--- src/rtl/tic_tac_toe_keypad.sv ---
// Keypad front end for tic_tac_toe: sync, debounce, one clean pulse per press.
// Optional TTT_KEYPAD_CELL_CODE_EN adds a registered 4-bit cell_code output.
module tic_tac_toe_keypad #(
  parameter int DEBOUNCE_CYCLES = 16,
  parameter int SYNC_STAGES     = 2
) (
  input  logic       clk,
  input  logic       reset,
  input  logic [8:0] btn_raw,
  output logic       a,
  output logic       b,
  output logic       c,
  output logic       d,
  output logic       e,
  output logic       f,
  output logic       g,
  output logic       h,
  output logic       i,
  output logic       busy,
  output logic       multi_err
`ifdef TTT_KEYPAD_CELL_CODE_EN
  ,
  output logic [3:0] cell_code
`endif
);

  localparam int CW = $clog2(DEBOUNCE_CYCLES + 1);

  typedef enum logic [1:0] {
    IDLE,
    HELD,
    LOCKOUT
  } state_e;

  logic [SYNC_STAGES-1:0][8:0] sync_q;
  logic [8:0]    sync_w;
  logic [8:0]    deb_q, deb_d;
  logic [CW-1:0] cnt_q [9];
  logic [CW-1:0] cnt_d [9];

  state_e     state_q, state_d;
  logic [8:0] pulse_q, pulse_d;
  logic       err_q, err_d;
  logic       busy_q, busy_d;
  logic       one_hot;
  logic [3:0] code_w;

  assign sync_w = sync_q[SYNC_STAGES-1];

  // Counter only runs while sync disagrees; any agreement restarts it.
  always_comb begin
    for (int k = 0; k < 9; k++) begin
      deb_d[k] = deb_q[k];
      cnt_d[k] = '0;
      if (sync_w[k] != deb_q[k]) begin
        if (cnt_q[k] == CW'(DEBOUNCE_CYCLES - 1))
          deb_d[k] = ~deb_q[k];
        else
          cnt_d[k] = cnt_q[k] + CW'(1);
      end
    end
  end

  always_ff @(posedge clk or negedge reset) begin
    if (!reset) begin
      sync_q <= '0;
      deb_q  <= '0;
      for (int k = 0; k < 9; k++)
        cnt_q[k] <= '0;
    end else begin
      sync_q <= {sync_q[SYNC_STAGES-2:0], btn_raw};
      deb_q  <= deb_d;
      for (int k = 0; k < 9; k++)
        cnt_q[k] <= cnt_d[k];
    end
  end

  assign one_hot = (deb_q != '0) &&
                   ((deb_q & (deb_q - 9'd1)) == '0);

  always_comb begin
    code_w = '0;
    for (int k = 0; k < 9; k++)
      if (deb_q[k]) code_w = 4'(k + 1);
  end

  always_comb begin
    state_d = state_q;
    pulse_d = '0;
    err_d   = 1'b0;
    unique case (state_q)
      IDLE: begin
        if (one_hot) begin
          pulse_d = deb_q;
          state_d = HELD;
        end else if (deb_q != '0) begin
          err_d   = 1'b1;
          state_d = LOCKOUT;
        end
      end
      HELD, LOCKOUT: begin
        if (deb_q == '0) state_d = IDLE;
      end
      default: state_d = IDLE;
    endcase
    busy_d = (state_d != IDLE);
  end

  always_ff @(posedge clk or negedge reset) begin
    if (!reset) begin
      state_q <= IDLE;
      pulse_q <= '0;
      err_q   <= 1'b0;
      busy_q  <= 1'b0;
    end else begin
      state_q <= state_d;
      pulse_q <= pulse_d;
      err_q   <= err_d;
      busy_q  <= busy_d;
    end
  end

`ifdef TTT_KEYPAD_CELL_CODE_EN
  logic [3:0] code_q, code_d;

  always_comb begin
    code_d = code_q;
    if (state_q == IDLE && one_hot) code_d = code_w;
  end

  always_ff @(posedge clk or negedge reset) begin
    if (!reset) code_q <= '0;
    else        code_q <= code_d;
  end

  assign cell_code = code_q;
`else
  logic unused_code;
  assign unused_code = ^code_w;
`endif

  assign {i, h, g, f, e, d, c, b, a} = pulse_q;
  assign busy      = busy_q;
  assign multi_err = err_q;

endmodule

--- config.mk ---
export PLATFORM = sky130hd
export DESIGN_NAME = tic_tac_toe_keypad
export DESIGN_NICKNAME = d
export VERILOG_FILES = /design/src/rtl/tic_tac_toe_keypad.sv
export SDC_FILE = /design/constraint.sdc
export NUM_CORES = 1
export LEC_CHECK = 0
export ABC_CLOCK_PERIOD_IN_PS = 4550
export CORE_MARGIN = 4
export CORE_UTILIZATION = 62
export CTS_CLUSTER_DIAMETER = 50
export CTS_CLUSTER_SIZE = 12
export DETAILED_ROUTE_END_ITERATION = 8
export GPL_TIMING_DRIVEN = 0
export PLACE_DENSITY = 0.85
export SYNTH_ARGS = -nofsm -noshare
export SYNTH_HDL_FRONTEND = slang
export SYNTH_SLANG_ARGS = --single-unit
--- constraint.sdc ---
create_clock -name clk -period 4.55 [get_ports clk]
set_input_delay 0.455 -clock clk [delete_from_list [all_inputs] [get_ports clk]]
set_output_delay 0.455 -clock clk [all_outputs]
set_load 0.05 [all_outputs]
## Word-level counts from Yosys, hierarchy flattened

Cells that the tools add are included.

- Logic and storage cells: 107
- Bits in registers: 85
- Bits of input ports: 11
- Output and inout port bits: 11

- Bitwise operators: 10
- Multiplexer cells: 27
- Equality and inequality tests: 20
- Reductions and logical operators: 16
- Add/sub/neg operators: 10

Operators by type and width:

| cell | number |
|---|---|
| $mux 5 | 18 |
| $add 5x1->5 const B | 9 |
| $eq 5x4->1 const B | 9 |
| $logic_not 9->1 | 2 |
| $mux 9 | 2 |
| $reduce_and 2->1 | 9 |
| $and 9x9->9 | 1 |
| $ne 1x1->1 | 9 |
| $not 1->1 | 9 |
| $reduce_bool 9->1 | 1 |
| $sub 9x1->9 const B | 1 |
| $mux 2 | 3 |
| $pmux 2 s2 | 1 |
| $mux 1 | 3 |
| $eq 2x1->1 const B | 1 |
| $eq 2x2->1 const B | 1 |
| $logic_not 2->1 | 1 |
| $reduce_bool 2->1 | 1 |
| $reduce_or 2->1 | 1 |
| $logic_and 1x1->1 | 1 |

## Logic depth before layout (Yosys ltp)

Gate-level depths: netlist of run 1.

- Depth in word-level cells: 7
- Depth in mapped cells: 6
- Mapped depth without buffers: 5

## Least setup slack after synthesis of run 1

Ideal clock, no wire load.

- Kind: register to register
- From: register deb_q[2]
- To: register busy_q, in the netlist busy
- Period minus slack after synthesis: 2.035 ns
- Cell stages (with the launch flop): 6
- Data required time: 4.460 ns
- Arrival time: 1.945 ns
- Buffers on the path: 0
- Setup time: 0.090 ns
- Setup slack: 2.515 ns
- Path through: dfrtp_1 -> or4_1 -> o31a_1 -> o41a_1 -> o32a_1 -> o221ai_1

- Cells in the longest elaborated chain, start to end: 7
- Elaborated cells between the ends (all ways): 11
- Classes of those cells: add/sub (1); mux (4); bitwise (1); reduce/logical (5)

Ends and longest elaborated chain:

| element | line | text |
|---|---|---|
| from (decl) | 37 | `logic [8:0] deb_q, deb_d;` |
| from (signal assigned) | 67 | `deb_q <= '0;` |
| from (signal assigned) | 72 | `deb_q <= deb_d;` |
| $sub 9x1->9 | 79 | `((deb_q & (deb_q - 9'd1)) == '0);` |
| $and 9x9->9 | 79 |  |
| $logic_not 9->1 | 79 |  |
| $logic_and 1x1->1 | 78 | `assign one_hot = (deb_q != '0) &&` |
| $mux 2 | 93 | `if (one_hot) begin` |
| $pmux 2 s2 * | 91 | `unique case (state_q)` |
| $reduce_bool 2->1 * | 106 | `busy_d = (state_d != IDLE);` |
| named net busy_d | 44 | `logic busy_q, busy_d;` |
| to (signal assigned) | 119 | `busy_q <= busy_d;` |
| to (decl) | 44 |  |

Mark *: on every way through the listed nets, which the timed path passes. The rest lies on a longest branch.
A chain may end at the register's enable or synchronous reset.

## Worst setup path after layout of run 1

- From: register deb_q[2]
- To: register pulse_q[6]

- Cells in the longest elaborated chain, start to end: 6
- Elaborated cells between the ends (all ways): 7
- Classes of those cells: add/sub (1); mux (2); bitwise (1); reduce/logical (3)

Ends and longest elaborated chain:

| element | line | text |
|---|---|---|
| $sub 9x1->9 | 79 |  |
| $and 9x9->9 | 79 |  |
| $logic_not 9->1 | 79 |  |
| $logic_and 1x1->1 * | 78 |  |
| $mux 9 * | 93 |  |
| $mux 9 * | 91 |  |
| named net pulse_d[6] | 42 | `logic [8:0] pulse_q, pulse_d;` |
| to (signal assigned) | 117 | `pulse_q <= pulse_d;` |
| to (decl) | 42 |  |

Marks and branches as above.

==> results.toml, run 1 <==
[outcome]
status = "finished clean"

[clock_tree]
cts_root_buffer = "clkbuf_8"
numCtsBuffers = 9
cts_tree = "done"
insertion_delay_ps = 350
cts_max_path_buffers = 2
clkSinkCount = 85
h-tree-depth = 3
cts.clk_slew.worst_paths_ps = 70
cts-resized-gates = 0

[setup_path]
critPathLaunchType = "flop"
cp-end-kind = "flop"
critPathMaxStageDelay_ps = 570
ff2ff_path_depth = 5
cp.buffers_inverters = 0
critical-path-slowest-cell = "or4_1"
crit_fanout = 8
r2r-end = "pulse_q[6]"
regToRegSetupSlack_ps = 2260
cp.required_ps = 4830
crit_type = "reg -> reg"
rr_startpoint = "deb_q[2]"
cp_top_family = "simple AND/OR/NAND/NOR gates"
path_cells = "or4_1 > o31a_1 > o41a_1 > nor3b_4 > and2_1"
worst-endpoint-arrival_ps = 2570

[synthesis]
ys_seq_elements = 85
syn-num-nets = 286
yosys_warnings = 0
syn_inst = 264
syn_area_um2 = 3310
synth_top_cell_by_area = "dfrtp_1"
synth_edf_count = 0
synth_top_area_share = 0.642
yosys_most_used_dff = "dfrtp_1"
synth_top_cells_by_area = "dfrtp_1 64%, xor2_1 7.1%, and2_1 4.5%, ha_1 4.2%, nor2_1 3.7%"
ys_seq_area_frac = 0.642
synth_cell_types = 30
synth_area_per_cell_um2 = 12.6
async_flop_share = 1.00

[worst_hold_path]
worstHoldPathCells = 0
hold_path_class = "reg -> reg"
hold_end = "sync_w[4]"
hold_start = "sync_q[4]"

[routing]
drt_pre_antenna_iters = 4
drc_errors = 0
vias_per_cell = 5.32
wire_per_inst_um = 13.0
drtIter0Drc = 68
via_count = 1984
ant_nets = 0
wirelength_um = 4850

[timing]
finalHoldViolCount = 0
skew_ps = 10.3
grt_setup_unrepaired = "no"
fmax_ghz = 0.436
final.min_clock_period_ps = 2290
setup_viol = 0
tns_ps = 0
tightest_slew_ps = 592
fin_crit_sh = 0.504
max_slew_margin = 0.605
slew_viol_final = 0
layout_setup_ws_ps = 2260

[floorplan]
die-area_um2 = 6580
initial_utilization = 0.645
pin_count = 22
die_w_um = 81.1
core_um2 = 5140
fp.dieH_um = 81.1
rows = 26

[flow_run]
cap_violations = 0

[placed_design]
dp_hpwl_um = 3450
dpl_worst_slack_ps = 2250
portBuffers = 21
finalWeightedCongestion = 0.746

[global_route]
grt_usage = 0.182
grt_max_degree = 62
grt_antenna_before_repair = 0
grt_pass1_wl_um = 8710
overflow = 0
grt_pass1_vias = 2028

[power]
peakVddDrop_v = 0.000312
p_per_area_nw_per_um2 = 390
p_leak_nw = 2.00

[layout]
drive_gt1_frac = 0.0858
seq_area_um2 = 2130
fillers = 369
final_cell_mix = "85 x dfrtp_1, 33 x nor2_1, 27 x xor2_1, 24 x and2_1, 20 x clkdlybuf4s50_1"
syn2layout_area_growth_pct = 16.9
diodes = 0
multi_input_area_um2 = 1150
final_nets = 320
final_common_cell = "dfrtp_1"
## layer usage
layer | vias to the layer above | track usage | wire, um
li1 | 958 | - | -
met1 | 975 | 0.212 | 2130
met2 | 37 | 0.291 | 2340
met3 | 14 | 0.0743 | 231
met4 | 0 | 0.0912 | 144
met5 | - | 0 | 0
## sequential cells by signal (all words and copies together) (netlist names)
name	cells
busy	1
cnt_q	45
deb_q	9
multi_err	1
pulse_q	9
state_q	2
sync_q	9
sync_w	9
## through the flow
| stage | std cells | utilization | power (mW) | instance area, um2 | hold WS [ps] |
|---|---|---|---|---|---|
| detailed placement | 356 | 0.708 | 0.947 | 3640 | 335 |
| finish | 373 | 0.754 | 1.51 | 3870 | 350 |
| global placement | 355 | 0.703 | 0.939 | 3610 | 332 |
| global route | 373 | 0.754 | 1.58 | 3870 | 359 |
| floorplan | 264 | - | 0.896 | 3310 | 159 |
| CTS | 373 | 0.754 | 1.54 | 3870 | 354 |
## worst max-delay path by stage
stage	startpoint	end	slack [ps]	cells after the start
2_1_floorplan	deb_q[2]	busy	2510	5
3_3_place_gp	reset	cnt_q[21]	170	1
3_5_place_dp	deb_q[2]	pulse_q[6]	2250	5
4_1_cts	deb_q[2]	pulse_q[6]	2250	5
5_1_grt	deb_q[2]	pulse_q[5]	2120	5
6_report	deb_q[2]	pulse_q[6]	2260	5
## report_power, final
part / internal (mW) / total, mW / leakage, nW / switching (mW)
registers: 0.790 / 0.812 / 1.12 / 0.0222
clock network: 0.340 / 0.580 / 0.110 / 0.241
logic: 0.0522 / 0.119 / 0.764 / 0.0669
total: 1.18 / 1.51 / 2.00 / 0.330
## synth_stat cells (all sizes together) (2+ instances only)
master and instances:
nor2 33, nand2 5, dfrtp 85, nor3 3, o21bai 2, inv 7
mux2 9, and2 24, o21a 2, ha 11, nor2b 2, and3 9
xor2 27, clkbuf 2, o21ai 10, nand3 19
## area by class of cell
type | count | area share
Tap cell | 70 | 0.0226
Sequential cell | 85 | 0.549
Clock buffer | 13 | 0.0410
Buffer | 2 | 0.00194
Multi-Input combinational cell | 170 | 0.298
Clock inverter | 3 | 0.0174
Timing Repair Buffer | 23 | 0.0633
Inverter | 7 | 0.00678
## repair_timing
| item | 4_1_cts | 5_1_grt |
|---|---|---|
| hold buffers | 1 | 0 |
| endpoints found under the hold margin | 9 | 0 |
| buffers inserted | 0 | 0 |
## logic make-up (layout without fill, tap and decap cells)
family / after synthesis / count (layout) / share of synthesized area
compound gates: 23 / 23 / 0.0464
xor+xnor: 27 / 27 / 0.0713
fa+ha+maj: 12 / 12 / 0.0445
buf+inv: 9 / 48 / 0.0102
flops: 85 / 85 / 0.642
mux: 10 / 10 / 0.0336
simple gates: 98 / 98 / 0.152
No activity file was read; power rests on OpenSTA's default activity.
==> inputs of run 2 (changes only) <==
==> config.mk (replaced) <==
export PLATFORM = sky130hd
export DESIGN_NAME = tic_tac_toe_keypad
export DESIGN_NICKNAME = d
export VERILOG_FILES = /design/src/rtl/tic_tac_toe_keypad.sv
export SDC_FILE = /design/constraint.sdc
export NUM_CORES = 1
export LEC_CHECK = 0
export ABC_CLOCK_PERIOD_IN_PS = 2100
export CORE_MARGIN = 4
export CORE_UTILIZATION = 52
export CTS_CLUSTER_DIAMETER = 50
export CTS_CLUSTER_SIZE = 12
export DETAILED_ROUTE_END_ITERATION = 8
export GPL_TIMING_DRIVEN = 0
export PLACE_DENSITY = 0.76
export SYNTH_ARGS = -nofsm -noshare
export SYNTH_HDL_FRONTEND = slang
export SYNTH_SLANG_ARGS = --single-unit
==> constraint.sdc (replaced) <==
create_clock -name clk -period 2.1 [get_ports clk]
set_input_delay 0.21 -clock clk [delete_from_list [all_inputs] [get_ports clk]]
set_output_delay 0.21 -clock clk [all_outputs]
set_load 0.05 [all_outputs]
==> run 2 against run 1 <==
The flow now finishes with violations (negative setup slack). Clock power up 130%. Total power grew 120%. Register-to-register slack worse by 2400 ps. Setup slack got worse by 2400 ps. Hold slack got worse by 110 ps. Sequential power increased by 120%. Largest power group unchanged.
==> results.toml, run 2 (synthesized netlist as in run 1, its figures left out) <==
[setup_path]
path_cells = "or4_4 > o31a_1 > o41a_1 > nor3b_4 > buf_6 > and2_4"
startpoint = "deb_q[2]"
r2r-end = "pulse_q[7]"
worst-endpoint-arrival_ps = 2490
critPathLaunchType = "flop"
crit_type = "reg -> reg"
critPathMaxStageDelay_ps = 540
crit_path_end = "pulse_q[7]"
cp-end-kind = "flop"
crit_cells = 6
ff2ff_path_depth = 6
crit_fanout = 4
cp.buffers_inverters = 1
cp.required_ps = 2390
critical-path-slowest-cell = "or4_4"
rr_startpoint = "deb_q[2]"
regToRegSetupSlack_ps = -100
cp_top_family = "simple AND/OR/NAND/NOR gates"

[floorplan]
pin_count = 22
rows = 28
core_um2 = 6060
die-area_um2 = 7710
die_w_um = 87.8
fp.dieH_um = 87.8
initial_utilization = 0.547

[layout]
top_register = "cnt_q"
final_nets = 326
drive_gt1_frac = 0.136
final_cell_mix = "82 x dfrtp_1, 33 x nor2_1, 27 x xor2_1, 20 x and2_1, 20 x clkdlybuf4s50_1"
syn2layout_area_growth_pct = 19.8
final_common_cell = "dfrtp_1"
largest_reg_flops = 45
diodes = 0

[timing]
final.min_clock_period_ps = 2200
tns_ps = -789
fmax_ghz = 0.454
skew_ps = 8.04
tightest_slew_ps = 610
layout_setup_ws_ps = -100
grt_setup_unrepaired = "yes"
slew_viol_final = 0
fin_crit_sh = 1.05
setup_viol = 10
finalHoldViolCount = 0
max_slew_margin = 0.590

[global_route]
grt_usage = 0.154
grt_max_degree = 76
grt_pass1_wl_um = 8920
grt_pass1_vias = 2121
grt_antenna_before_repair = 0
overflow = 0

[routing]
wire_per_inst_um = 13.1
drc_errors = 0
drtIter0Drc = 57
drt_pre_antenna_iters = 4
via_count = 1969
ant_nets = 0
vias_per_cell = 5.13
wirelength_um = 5030

[flow_run]
cap_violations = 0

[outcome]
status = "complete, but fails checks"
failed_checks = "negative setup slack"

[clock_tree]
h-tree-depth = 3
cts_tree = "done"
clkSinkCount = 85
cts_max_path_buffers = 2
numCtsBuffers = 9
insertion_delay_ps = 350
cts.clk_slew.worst_paths_ps = 80
cts_root_buffer = "clkbuf_8"

[power]
peakVddDrop_v = 0.000597
total_power_mw = 3.38
p_per_area_nw_per_um2 = 852
p_leak_nw = 2.04

[placed_design]
finalWeightedCongestion = 0.804
dp_hpwl_um = 3300
portBuffers = 21

[worst_hold_path]
hold_path_class = "in -> async"
## run 2: changes by cell type in the layout (fill, tap and decap cells not counted), sizes merged
cell | before | now
bufinv | 2 | 3
buf | 2 | 8
clkbuf | 15 | 12
clkinv | 0 | 1
clkinvlp | 1 | 2
## run 2: how the worst min path moves through the flow
stage                         start  cells past startpoint  slack (ps)         to
final                         reset                      2         240  cnt_q[43]
after CTS                     reset                      2         220  cnt_q[43]
after detailed placement      reset                      1          60  cnt_q[43]
after floorplan               reset                      0         -90       busy
after global placement    sync_q[4]                      0         330  sync_w[4]
after global routing          reset                      2         240  cnt_q[43]
## run 2: layout make-up
cell class | count | area [um2]
sequential | 85 | 2130
fill | 466 | 2090
multi-input combinational | 170 | 1170
timing repair buffer | 29 | 298
clock buffer | 10 | 138
clock inverter | 6 | 110
tap | 75 | 93.8
inverter | 7 | 26.3
buffer | 2 | 7.51
## run 2: what timing repair did
| action | 4_1_cts | 5_1_grt |
|---|---|---|
| setup endpoints to repair | 10 | 11 |
| buffers inserted | 6 | 0 |
| gates resized for setup | 7 | 3 |
| hold endpoints to repair | 52 | 0 |
| pin swaps | 2 | 1 |
| hold buffers | 1 | 0 |
## run 2: layer usage
metal	routed length [um]	GRT usage	vias to the layer above
met4	96	0.0586	0
li1	-	-	968
met2	2540	0.268	25
met5	0	0	-
met1	2160	0.167	967
met3	239	0.0649	9
## run 2: power by group
| group | switching, mW | internal, mW | leakage (nW) | total [mW] |
|---|---|---|---|---|
| clock network | 0.545 | 0.819 | 0.119 | 1.36 |
| logic | 0.143 | 0.115 | 0.801 | 0.258 |
| registers | 0.0491 | 1.71 | 1.12 | 1.76 |
| total | 0.737 | 2.65 | 2.04 | 3.38 |
## run 2: metrics by stage
| stage | cells | setup slack, ps | area (um2) | utilization | hold slack [ps] |
|---|---|---|---|---|---|
| after CTS | 384 | -98.4 | 3960 | 0.654 | 220 |
| after global placement | 360 | -2090 | 3620 | 0.597 | 331 |
| final | 384 | -100 | 3970 | 0.655 | 236 |
| after global routing | 384 | -164 | 3970 | 0.655 | 237 |
| after floorplan | 264 | 64.8 | 3310 | - | -85.6 |
| after detailed placement | 361 | -232 | 3640 | 0.601 | 63.0 |
## run 2: worst reg2reg max path: stages (launching register included)
cell and delay [ps]:
dfrtp_2 430, or4_4 540, o31a_1 270, o41a_1 380
nor3b_4 250, buf_6 150, and2_4 130
==> variant 1: new RTL, flow settings as in run 2 <==
Add a define of `TTT_KEYPAD_CELL_CODE_EN`.
--- a/src/rtl/tic_tac_toe_keypad.sv
+++ b/src/rtl/tic_tac_toe_keypad.sv
@@ -1,4 +1,6 @@
 // Keypad front end for tic_tac_toe: sync, debounce, one clean pulse per press.
 // Optional TTT_KEYPAD_CELL_CODE_EN adds a registered 4-bit cell_code output.
+`define TTT_KEYPAD_CELL_CODE_EN
+
 module tic_tac_toe_keypad #(
   parameter int DEBOUNCE_CYCLES = 16,
Function (old outputs only; new: cell_code): kept (Yosys induction, for registers that start in step).
==> variant 1 against run 2 <==
The flow still finishes with violations (setup timing); wire length is 13% higher; sequential cell count is 4 higher; hold slack better by 55 ps; sequential power is 5% higher; synthesized cell count is 9.8% higher; synthesized area is 7.3% higher; sequential share of layout area is 0.92 points lower; cell area is 6.5% higher; global-route usage is 0.12 points higher; total power is 0.23% lower; setup slack better by 53 ps; highest routed layer unchanged.
==> variant 1: results (changes against run 2) <==
Outcome
  • Outcome: finished, violations left
  • Failing checks: setup timing

Route
  • Vias: 2139 (+8.6%)
  • Iter 0 DRT Violations: 117 (+110%)
  • WL per Instance: 13.8 um (+5.0%)
  • Drt pass-1 iters: 4 (unchanged)

Timing
  • Setup TNS: -156 ps (+633 ps)
  • Worst slew margin: 62.8% (+3.8 points)
  • Fin Clk Skew: 7.77 ps (-0.271 ps)
  • Final Worst Setup Slack: -47.2 ps (+53.2 ps)
  • Setup-failing EPs final: 7 (-3)

Global route
  • Number of global-route vias before repair: 2190 (+3.3%)
  • Largest net degree at the start of global routing: 46 (-39%)
  • Initial antenna violation count: 0 (unchanged)
  • First-pass GRT wire length: 9.95 mm (+12%)
  • GRT Overall Usage: 15.5% (+0.12 points)

Hold path
  • HP Class: input port to flop

Final layout
  • Number of flip-flops in the largest register: 45 (unchanged)
  • Nets: 354 (+8.6%)
  • Share of layout cells above drive strength 1: 15.4% (+1.8 points)

Logic synthesis
  • Most frequent cells after synthesis: 89 x dfrtp_1, 39 x nor2_1, 27 x xor2_1
  • Distinct cells, synth: 34 (+13%)
  • Top cells by area in the synthesized netlist: dfrtp_1 63%, xor2_1 6.7%, nor2_1 4.1%
  • Synthesized Nets: 312 (+9.1%)
  • Sequential area share after synthesis: 62.6% (-1.5 points)

Placement
  • Gpl congestion: 0.755 (-6.1%)
  • Count of input and output buffers: 25 (+19%)
  • Worst slack, placed: -159 ps (+72.9 ps)
  • Dpl hpwl: 3.68 mm (+12%)

Power
  • VDD IR max: 0.620 mV (+3.9%)
  • Internal power: 2640 uW (-0.35%)
  • P_leak: 0.00212 uW (+4.2%)

Clock tree
  • CTS Buf Count: 9 (unchanged)

Worst setup path
  • CP max FO: 8 (+4)
  • Arr. time, crit path: 2380 ps (-110 ps)
variant 1: cell types whose count changed after synthesis, moves of 3 or more:
| cell | delta |
|---|---|
| nor2_1 | +6 |
| a21oi_1 | +7 |
| dfrtp_1 | +4 |
| mux2_4 | +3 |
| o21ai_0 | +7 |
| clkbuf_1 | +3 |
| and2_1 | -3 |
variant 1: stage by stage:
| step | total power [uW] | cell area [um^2] | std cells |
|---|---|---|---|
| 2_1_floorplan | 2010 | 3560 | 290 |
| 3_3_place_gp | 2100 | 3900 | 392 |
| 3_5_place_dp | 2120 | 3920 | 393 |
| 4_1_cts | 3410 | 4210 | 414 |
| 5_1_grt | 3540 | 4230 | 414 |
| 6_report | 3370 | 4230 | 414 |
variant 1: power by group through the flow:
stage / Combinational, uW / Sequential [uW] / Clock (uW)
detailed placement: 247 / 1870 / 0
finish: 251 / 1840 / 1280
floorplan: 120 / 1890 / 0
global route: 288 / 1850 / 1400
CTS: 252 / 1840 / 1320
global placement: 233 / 1870 / 0
variant 1: routing by layer:
metal | global-route usage (%) | share of wire [%]
met3 | 6.33 | 4.3
met5 | 0 | 0
met1 | 17.9 | 44
met2 | 25.3 | 49
met4 | 7.27 | 2.5
variant 1: cell type report:
cell class | count | area (um^2)
Inverter | 9 | 33.8
Buffer | 4 | 22.5
Clock buffer | 14 | 163
Tap cell | 77 | 96.3
Sequential cell | 89 | 2230
Clock inverter | 2 | 60.1
Timing Repair Buffer | 35 | 338
Multi-Input combinational cell | 184 | 1280
Fill cell | 496 | 2270
variant 1: what timing repair did:
action                                  CTS  global route
hold buffers                              1             0
endpoints found under the setup margin    6            15
cloned                                    0             0
setup buffers                             6             2
endpoints found under the hold margin    44             0
resized for setup                         6             8
pin swaps                                 1             1
variant 1: logic make-up after synthesis:
logic type	count (synthesis)	share of synthesized area, %
flops	89	62.6
fa+ha+maj	12	4.15
simple gates	102	15.3
buf+inv	17	2.25
compound gates	30	4.68
mux	12	4.08
xor+xnor	28	6.90
variant 1: final timing paths:
check                           start           end  slack [ps]  cells after the start
setup / recovery             deb_q[5]  cell_code[3]         -50                      6
hold / removal             btn_raw[1]     sync_q[1]         290                      1
setup reg to reg             deb_q[5]  cell_code[3]         -50                      6
hold reg to reg             sync_q[8]     sync_w[8]         350                      0
max in group asynchronous       reset     cnt_q[14]        1090                      3
min in group asynchronous       reset     cnt_q[39]         380                      2
variant 1: critical path: stages, from the launching register on:
cell and delay [ps]:
dfrtp_2 470, or4_4 550, a21oi_2 180, a21oi_2 100
nor3b_2 250, buf_6 180, mux2_4 300
==> variant 2: new RTL, config.mk and constraints of run 2 <==
Made on the original files. Remove the register `err_q`: a continuous assignment takes its place, so the output `multi_err` follows one clock earlier.
--- a/src/rtl/tic_tac_toe_keypad.sv
+++ b/src/rtl/tic_tac_toe_keypad.sv
@@ -111,13 +111,13 @@
       state_q <= IDLE;
       pulse_q <= '0;
-      err_q   <= 1'b0;
       busy_q  <= 1'b0;
     end else begin
       state_q <= state_d;
       pulse_q <= pulse_d;
-      err_q   <= err_d;
       busy_q  <= busy_d;
     end
   end
+
+  assign err_q = err_d;
 
 `ifdef TTT_KEYPAD_CELL_CODE_EN
Behaviour: same outputs for any inputs over 10 cycles, from zero or initial values and one cycle with reset low; that may be too few to reach the edited logic, so the function may still have changed.
==> variant 2 against run 2 <==
The flow still finishes with violations (setup timing); synthesized area shrank 0.76%; setup slack lost 350 ps; maximum frequency shrank 14%; total power shrank 8.5%; critical endpoint is now multi_err; largest power group unchanged; sequential cell count shrank 1; cell area shrank 1.3%; hold slack gained 63 ps; wire length shrank 2.2%; die area shrank 0.68%; count of clock-buffer cells in the layout grew 2; via count grew 0.96%; register-to-register slack lost 130 ps.
==> variant 2: results (changes against run 2) <==
Outcome
  • Outcome: finished, violations left
  • Failing checks: setup timing

Route
  • Vias per Instance: 5.18 (+0.96%)
  • Iter 0 DRT Violations: 72 (+26%)
  • WL per Instance: 12.8 um (-2.2%)
  • Drt pass-1 iters: 4 (unchanged)
  • DRT Wirelength: 4.92 mm (-2.2%)

Global route
  • Largest net degree at the start of global routing: 47 (-38%)
  • GRT Overall Usage: 14.5% (-0.88 points)
  • Number of global-route vias before repair: 2011 (-5.2%)
  • First-pass GRT wire length: 8.56 mm (-4.1%)
  • Initial antenna violation count: 0 (unchanged)

Power
  • Internal power: 2410 uW (-9.0%)
  • P_leak: 0.00203 uW (-0.53%)
  • VDD IR max: 0.442 mV (-26%)

Placement
  • Dpl hpwl: 3.29 mm (-0.36%)
  • Count of input and output buffers: 21 (unchanged)
  • Placed cell count: 360 (-0.28%)
  • Gpl congestion: 0.738 (-8.3%)

Logic synthesis
  • Most frequent cells after synthesis: 84 x dfrtp_1, 33 x nor2_1, 27 x xor2_1
  • Top cells by area in the synthesized netlist: dfrtp_1 64%, xor2_1 7.2%, and2_1 4.6%
  • Compound-Gate Fraction of Synth Area: 4.68% (+0.035 points)
  • Xor and xnor area share after synthesis: 7.19% (+0.054 points)
  • Sequential area share after synthesis: 63.9% (-0.27 points)
  • Mux share of post-synthesis cell area: 3.39% (+0.026 points)
  • Syn_area_per_cell: 12.5 um^2 (-0.38%)
  • Synth Area in Adders: 4.49% (+0.034 points)
  • Synth async-reset ratio: 100% (unchanged)
  • Commonest register cell after synthesis: dfrtp_1
  • Synthesized Nets: 285 (-0.35%)
  • Yosys warnings: 0 (unchanged)
  • Distinct cells, synth: 30 (unchanged)

Hold path
  • HP Class: input port to flop

Timing
  • Slew Limit Fails: 0 (unchanged)
  • Fin Clk Skew: 7.06 ps (-0.987 ps)
  • Worst-Margin Slew: 501 ps (-109 ps)
  • Setup-failing EPs final: 12 (+2)
  • Final Worst Setup Slack: -451 ps (-351 ps)

Clock tree
  • Number of H-tree levels: 3 (unchanged)
  • Worst-Skew Late Latency: 340 ps
  • CTS Buf Count: 9 (unchanged)
  • Clock root cell: clkbuf_8
  • Clock buffer depth: 2 (unchanged)
  • Clock transition at the registers of the reported paths: 80 ps (about the same)

Worst setup path
  • CP max FO: 2 (-2)

Final layout
  • Number of flip-flops in the largest register: 45 (unchanged)
  • Share of layout cells above drive strength 1: 14.6% (+0.97 points)
  • Fill cells: 465 (-0.21%)
  • Nets: 328 (+0.61%)
  • Ant diodes: 0 (unchanged)
  • Most flops, register: cnt_q

Floorplan
  • Die area: 0.00766 mm^2 (-0.68%)
==> variant 2: changes by cell type in the layout (fill, tap and decap cells not counted) <==
cell,run 2,this run
clkinvlp_4,2,0
nor4_2,0,1
buf_6,2,3
clkdlybuf4s50_1,20,19
buf_4,5,8
nor4_1,1,0
and2_4,4,5
and2_1,20,19
bufinv_16,3,1
clkbuf_1,2,3
dfrtp_1,82,81
clkbuf_8,10,11
==> variant 2: final cells by class <==
type,instances,share of cell area (%)
Clock inverter,2,0.893
Timing Repair Buffer,32,8.20
Inverter,7,0.670
Clock buffer,12,3.96
Sequential cell,84,53.7
Tap cell,75,2.39
Multi-Input combinational cell,170,30.0
Buffer,2,0.191
==> variant 2: logic make-up after synthesis <==
group	Yosys count
and+or+nand+nor	98
muxes	10
AOI/OAI and AO/OA	23
DFF	84
buffers and inverters	9
adders and majority gates	12
xor gates and xnor gates	27
==> variant 2: stage by stage <==
step	TNS [ps]	hold WS (ps)	instance area [um^2]	setup WS [ps]
finish	-2620	299	3920	-451
global route	-3550	294	3920	-500
CTS	-2730	289	3900	-396
detailed placement	-1870	211	3620	-619
global placement	-174890	333	3590	-2060
floorplan	0	-85.6	3290	0.132
==> variant 2: worst max-delay path, cell delays in order (launching register included) <==
cell and delay [ps]:
dfrtp_2 420, or4_4 560, o31a_1 280, o21a_1 180, o22a_1 210, o21a_1 200, buf_6 160
==> variant 2: power by group through the flow <==
stage | sequential, uW | combinational [uW] | clock (uW)
floorplan | 1790 | 133 | 0
global placement | 1770 | 245 | 0
detailed placement | 1770 | 257 | 0
CTS | 1740 | 263 | 1140
global route | 1750 | 297 | 1200
finish | 1740 | 257 | 1100
==> variant 2: path summary, 6_finish.rpt <==
check / start / endpoint / slack, ps / cells past startpoint
worst max-delay path: deb_q[2] / multi_err / -450 / 6
worst min-delay path: btn_raw[4] / sync_q[4] / 300 / 1
worst max register to register: deb_q[2] / pulse_q[1] / -230 / 7
worst min register to register: sync_q[0] / sync_w[0] / 350 / 0
max in group asynchronous: reset / deb_q[3] / 1130 / 3
min in group asynchronous: reset / sync_w[0] / 380 / 2
==> variant 2: what timing repair did <==
| item | in CTS | in global routing |
|---|---|---|
| hold buffers | 1 | 0 |
| hold endpoints to repair | 38 | 0 |
| pin swaps | 4 | 2 |
| endpoints found under the setup margin | 11 | 12 |
| resized for setup | 14 | 5 |
| cloned | 0 | 0 |
| buffers inserted | 8 | 1 |
==> variant 2: layer usage <==
| layer | track usage [%] | share of wire, % | vias up |
|---|---|---|---|
| met5 | 0 | 0 | - |
| met4 | 7.95 | 2.7 | 0 |
| met3 | 2.82 | 3.1 | 13 |
| met2 | 24.9 | 50 | 27 |
| met1 | 17.2 | 44 | 978 |
| li1 | - | - | 970 |
